$ cat src/rtl/nibble_serial_sub.sv
// Serial A-B subtractor: one 4-bit add slice per clock (A + ~B + 1, carry chained),
// producing difference plus borrow/zero/signed-overflow under a start/busy/done handshake.
module nibble_serial_sub #(
  parameter  int WIDTH = 8,
  localparam int NIB   = WIDTH / 4
) (
  input  logic             clk,
  input  logic             rst,
  input  logic             start,
  input  logic [WIDTH-1:0] a,
  input  logic [WIDTH-1:0] b,
  output logic             busy,
  output logic             done,
  output logic [WIDTH-1:0] diff,
  output logic             borrow,
  output logic             zero,
  output logic             ovf
);

  localparam int KW = (NIB > 1) ? $clog2(NIB) : 1;
  localparam logic [KW-1:0] K_LAST = KW'(NIB - 1);
  localparam int MSB = WIDTH - 1;

  typedef enum logic {IDLE, RUN} state_t;

  state_t           state;
  logic [KW-1:0]    k;
  logic             c;
  logic [WIDTH-1:0] a_r;
  logic [WIDTH-1:0] b_r;
  logic [WIDTH-1:0] work;
  logic [4:0]       slice;
  logic [WIDTH-1:0] work_nx;

  // Same 4-bit slice as the datapath adder; subtraction comes from the caller inverting y.
  function automatic logic [4:0] add_slice(input logic [3:0] x, input logic [3:0] y,
                                           input logic cin);
    return {1'b0, x} + {1'b0, y} + {4'b0000, cin};
  endfunction

  always_comb begin
    slice            = add_slice(a_r[4*k +: 4], ~b_r[4*k +: 4], c);
    work_nx          = work;
    work_nx[4*k +: 4] = slice[3:0];
  end

  // Operand and working-difference registers carry no reset; control below does.
  always_ff @(posedge clk) begin
    if (state == IDLE && start) begin
      a_r <= a;
      b_r <= b;
    end else if (state == RUN) begin
      work <= work_nx;
    end
  end

  always_ff @(posedge clk or posedge rst) begin
    if (rst) begin
      state  <= IDLE;
      k      <= '0;
      c      <= 1'b0;
      busy   <= 1'b0;
      done   <= 1'b0;
      diff   <= '0;
      borrow <= 1'b0;
      zero   <= 1'b0;
      ovf    <= 1'b0;
    end else begin
      case (state)
        IDLE: begin
          done <= 1'b0;
          if (start) begin
            busy  <= 1'b1;
            c     <= 1'b1;
            k     <= '0;
            state <= RUN;
          end
        end
        RUN: begin
          c <= slice[4];
          k <= k + 1'b1;
          if (k == K_LAST) begin
            // Final edge: publish the full difference including this nibble.
            diff   <= work_nx;
            borrow <= ~slice[4];
            zero   <= (work_nx == '0);
            ovf    <= (a_r[MSB] != b_r[MSB]) && (work_nx[MSB] != a_r[MSB]);
            done   <= 1'b1;
            busy   <= 1'b0;
            state  <= IDLE;
          end
        end
        default: state <= IDLE;
      endcase
    end
  end

endmodule

$ cat config.mk
export PLATFORM = sky130hd
export DESIGN_NAME = nibble_serial_sub
export DESIGN_NICKNAME = d
export VERILOG_FILES = /design/src/rtl/nibble_serial_sub.sv
export SDC_FILE = /design/constraint.sdc
export NUM_CORES = 1
export LEC_CHECK = 0
export ABC_AREA = 1
export CAP_MARGIN = 25
export CORE_MARGIN = 5
export CORE_UTILIZATION = 25
export CTS_BUF_LIST = sky130_fd_sc_hd__clkbuf_8
export DETAILED_ROUTE_END_ITERATION = 10
export PLACE_DENSITY_LB_ADDON = 0.05
export SETUP_SLACK_MARGIN = 0.02
export SYNTH_ARGS = -nofsm -noshare
export SYNTH_HDL_FRONTEND = slang
export SYNTH_SLANG_ARGS = --single-unit
$ cat constraint.sdc
create_clock -name clk -period 2.2 [get_ports clk]
set_input_delay 0.44 -clock clk [delete_from_list [all_inputs] [get_ports clk]]
set_output_delay 0.44 -clock clk [all_outputs]
set_load 0.02 [all_outputs]
---- Word-level counts from Yosys, hierarchy flattened ----
Index checks and enable logic that the tools add are counted.
storage, ports and cells
  output and inout bits ................... 13
  input port bits ......................... 19
  register bits after elaboration ......... 40
  logic and storage cells ................. 46
operators by class
  equality and inequality tests ........... 4
  bitwise gates (word level) .............. 4
  muxes and demuxes ....................... 12
  shifts and indexed selects .............. 4
  add/sub/neg operators ................... 4
  reduce and logical (&&, ||, !) cells .... 6
operators with widths
  kind                                                                    number
  3-bit negator with 34-bit output                                        1
  4-bit by 34-bit variable shift with 8-bit output, first input constant  1
  4-bit by 34-bit indexed part select with 8-bit output                   1
  8-bit by 4-bit indexed part select with 4-bit output                    2
  1-bit case mux with 2 select lines                                      5
  8-bit bitwise mux                                                       1
  8-bit logical NOT                                                       1
  1-bit 2-to-1 mux                                                        6
  2-bit AND reduction                                                     3
  4-bit by 4-bit adder with 5-bit output                                  1
  5-bit by 1-bit adder with 5-bit output                                  1
  4-bit NOT                                                               1
  1-bit NOT                                                               3
  1-bit logical AND                                                       2
  1-bit != test                                                           2
  2-bit by 1-bit != test with 1-bit output, second input constant         1
  2-bit != test, second input constant                                    1
  1-bit adder, second input constant                                      1

---- Logic depth before layout (Yosys ltp) ----
  depth after elaboration ................. 8
  gate-level depth with buffers ........... 17
  mapped depth without buffers ............ 15

---- Least setup slack after synthesis ----
OpenSTA, ideal clock, no wires.
  path kind ............................... reg-to-reg
  start point ............................. register k
  end point ............................... register zero
  path buffers ............................ 2
  setup slack ............................. -0.084 ns
  setup time .............................. 0.117 ns
  arrival ................................. 2.167 ns
  period minus slack after synthesis ...... 2.284 ns
  required time ........................... 2.083 ns
  stages on the path, launching flop included .. 14
  cell sequence ........................... dfrtp_1 > buf_4 > buf_2 > nand2_1 > nand2_1 > fa_1 > inv_1 > fa_1 > o21ai_0 > nor2_1 > nand3_1 > nor2_1 > nand3_1 > nand2_1
between the ends
  longest elaborated chain between the ends .. 7
  elaborated cells on any way between the ends .. 11
  those cells by class .................... add/sub (3); shift (4); mux (1); bitwise (1); reduce/logical (2)
RTL lines
  what                                                   line  text
  from (decl)                                            27    logic [KW-1:0] k;
  from (signal assigned)                                 81    k <= k + 1'b1;
  8-bit by 4-bit indexed part select with 4-bit output   42    slice = add_slice(a_r[4*k +: 4], ~b_r[4*k +: 4], c);
  4-bit NOT                                              42
  4-bit by 4-bit adder with 5-bit output                 38    return {1'b0, x} + {1'b0, y} + {4'b0000, cin};
  5-bit by 1-bit adder with 5-bit output                 38
  4-bit by 34-bit indexed part select with 8-bit output  44    work_nx[4*k +: 4] = slice[3:0];
  8-bit bitwise mux *                                    44
  net work_nx[1]                                         33    logic [WIDTH-1:0] work_nx;
  8-bit logical NOT *                                    86    zero <= (work_nx == '0);
  to (signal assigned)                                   86
  to (decl)                                              16    output logic zero,
Mark *: on every way through the listed nets, which the timed path passes. The rest lies on a longest branch.
A chain may end at the register's enable or synchronous reset.

---- Worst setup path after layout ----
Ends and elaborated chain as after synthesis.

==> impl_metrics.json <==
{
  "outcome": "complete, no violations",
  "ys_top_cells_by_area": "edfxtp_1, dfrtp_1, nand2_1",
  "clock_path_buffers": 2,
  "drv_slew": 0,
  "crit_path_max_incr_delay_ns": 0.47,
  "synth_nets": 190,
  "synth_area_leader_cell": "edfxtp_1",
  "swShare_pct": 41.5,
  "grt_max_degree": 18,
  "slew-limit-headroom_pct": 56.7,
  "syn2layout_area_growth_pct": 34.3,
  "power.internal_uw": 2150,
  "syn-instance-count": 166,
  "clock-root-buffer": "clkbuf_8",
  "synthDistinctLibCells": 21,
  "grt_pass1_wl_um": 6240,
  "nets": 234,
  "power_density_nw_per_um2": 1590,
  "required_ns": 2.39,
  "clkPwrFrac_pct": 12.6,
  "drc": 0,
  "synth_seq_cells": 39,
  "hpwl_um": 2770,
  "hold_class": "reg -> reg",
  "ios": 32,
  "numCtsBuffers": 5,
  "worst_clock_skew_ns": 0.00229,
  "slowest_stage": "dfrtp_2",
  "globalplace.congestion": 0.819,
  "tritoncts": "yes",
  "grt_use_total_pct": 9.49,
  "num_vias": 1223,
  "ant_nets": 0,
  "n_antenna_cell": 0,
  "rsz0062_at_grt": "true",
  "synth_area_per_cell_um2": 10.4,
  "routed_via_density": 4.20,
  "cts.sinks": 39,
  "synth_top_area_share_pct": 40.1,
  "finalSetupViolCount": 0,
  "critPathTopFamily": "adder cells",
  "fillerInstances": 721,
  "totalWireLength_um": 3690,
  "port_buffers": 31,
  "path_cells": "mux2i_2, fa_2, inv_2, fa_2, o21ai_2, nor2_2, nand3_1, nor2_1, nand3_1, nand2_1",
  "drv_cap": 0,
  "yosysWarnings": 0,
  "drtPass1Iterations": 2,
  "clock.fmax_mhz": 465,
  "grt-ovfl-total": 0,
  "p_sw_uw": 1520,
  "power_frac_seq_pct": 34.0,
  "cp-end-kind": "flop",
  "worstSetupPathType": "reg -> reg",
  "start_kind": "flop",
  "fp.dieH_um": 93.0,
  "vdd_drop_max_mv": 0.348,
  "start_util_pct": 25.5,
  "final_common_cell": "nand2_1",
  "cts_max_level": 2,
  "period_share_pct": 97.8,
  "worst_hold_slack_ns": 0.485,
  "fin_crit_ns": 2.15,
  "path_clk_slew_ns": 0.07,
  "synth_area_um2": 1720,
  "core_um2": 6760,
  "die_area_um2": 8640,
  "core.rowCount": 30,
  "tightest_slew_ns": 0.649,
  "final_cells": 291,
  "grt_pass1_vias": 1269,
  "drive_gt1_share_pct": 18.0,
  "cp_data_arrival_time_ns": 2.34,
  "hold_violations": 0,
  "p_comb_share_pct": 53.4,
  "cp_num_buf_inv": 1,
  "yosysSeqAreaShare_pct": 63.4,
  "final_cell_mix": "nand2_1, clkdlybuf4s50_1, edfxtp_1",
  "worstPathMaxFanout": 5,
  "antenna_found_initial": 0,
  "die_w_um": 93.0,
  "p_leak_uw": 0.00102,
  "fin_setup_tns_ns": 0,
  "routedWlPerCell_um": 12.7,
  "dp_cells": 282,
  "clk_latency_ns": 0.29,
  "drt_iter0_drc": 19
}
through the flow:
step                      power, uW  cell area (um^2)  setup slack, ns  utilization [%]
final                          3670              2310           0.0483             34.2
after global routing           4010              2310           -0.111             34.2
after CTS                      3630              2270           0.0285             33.6
after detailed placement       3150              2190          -0.0408             32.4
after global placement         3130              2190           0.0415             32.4
after floorplan                2470              1750          0.00974                -
cell usage after synthesis, drive strengths merged:
library cell	instances
buf	4
ha	3
clkbuf	1
nor2	9
fa	2
a21oi	2
nand3	13
inv	20
nand2	50
edfxtp	23
o21ai	17
clkinv	1
dfrtp	16
mux2i	2
or2	3
worst register-to-register path, stage by stage (launching register included):
cell     delay (ns)
dfrtp_2        0.47
mux2i_2        0.19
fa_2           0.41
inv_2          0.07
fa_2           0.46
o21ai_2        0.17
nor2_2         0.05
nand3_1        0.07
nor2_1         0.04
nand3_1        0.07
nand2_1        0.05
logic make-up (layout without fill, tap and decap cells):
kind of cell	after synthesis	count (layout)	synth area share (%)
simple gates	75	75	18.8
buf+inv	26	71	6.40
flops	39	39	63.4
fa+ha+maj	5	5	4.51
compound gates	19	19	5.75
mux	2	2	1.16
path summary, 6_finish.rpt:
path                       start      end  slack (ns)  cells past startpoint
setup / recovery               k     zero        0.05                     10
hold / removal              zero     zero        0.48                      2
min in group asynchronous    rst  diff[1]        0.53                      2
hold reg to reg             zero     zero        0.48                      2
max in group asynchronous    rst        k        1.21                      2
setup reg to reg               k     zero        0.05                     10
flip-flops by register name, summed over array words and instances (netlist names):
register	count
done	1
diff	8
c	1
borrow	1
ovf	1
b_r	8
k	1
busy	1
a_r	8
work	7
state	1
zero	1
what timing repair did:
item,in CTS,in global routing
pin swaps,1,2
setup endpoints to repair,1,4
cloned,0,0
hold buffers,0,0
setup buffers,0,1
resized for setup,2,9
power by group through the flow:
stage	combinational [uW]	sequential, uW	clock, uW
floorplan	1100	1370	0
global placement	1870	1260	0
detailed placement	1880	1260	0
CTS	1900	1250	484
global route	2210	1280	522
finish	1960	1250	461
area by class of cell:
class                           instances  area, um^2  area share (%)
Clock buffer                            5        68.8            2.98
Sequential cell                        39        1090            47.3
Multi-Input combinational cell        101         556            24.0
Tap cell                               80         100            4.33
Clock inverter                          3        12.5           0.541
Inverter                               21        88.8            3.84
Timing Repair Buffer                   42         393            17.0
routing by layer:
| metal | wire [um] | global-route usage [%] | vias to the layer above |
|---|---|---|---|
| li1 | - | - | 628 |
| met1 | 1710 | 11.7 | 563 |
| met2 | 1710 | 14.9 | 26 |
| met3 | 195 | 3.41 | 6 |
| met4 | 69 | 4.15 | 0 |
| met5 | 0 | 0 | - |
Note: power is estimated with default switching activity, not from simulation.
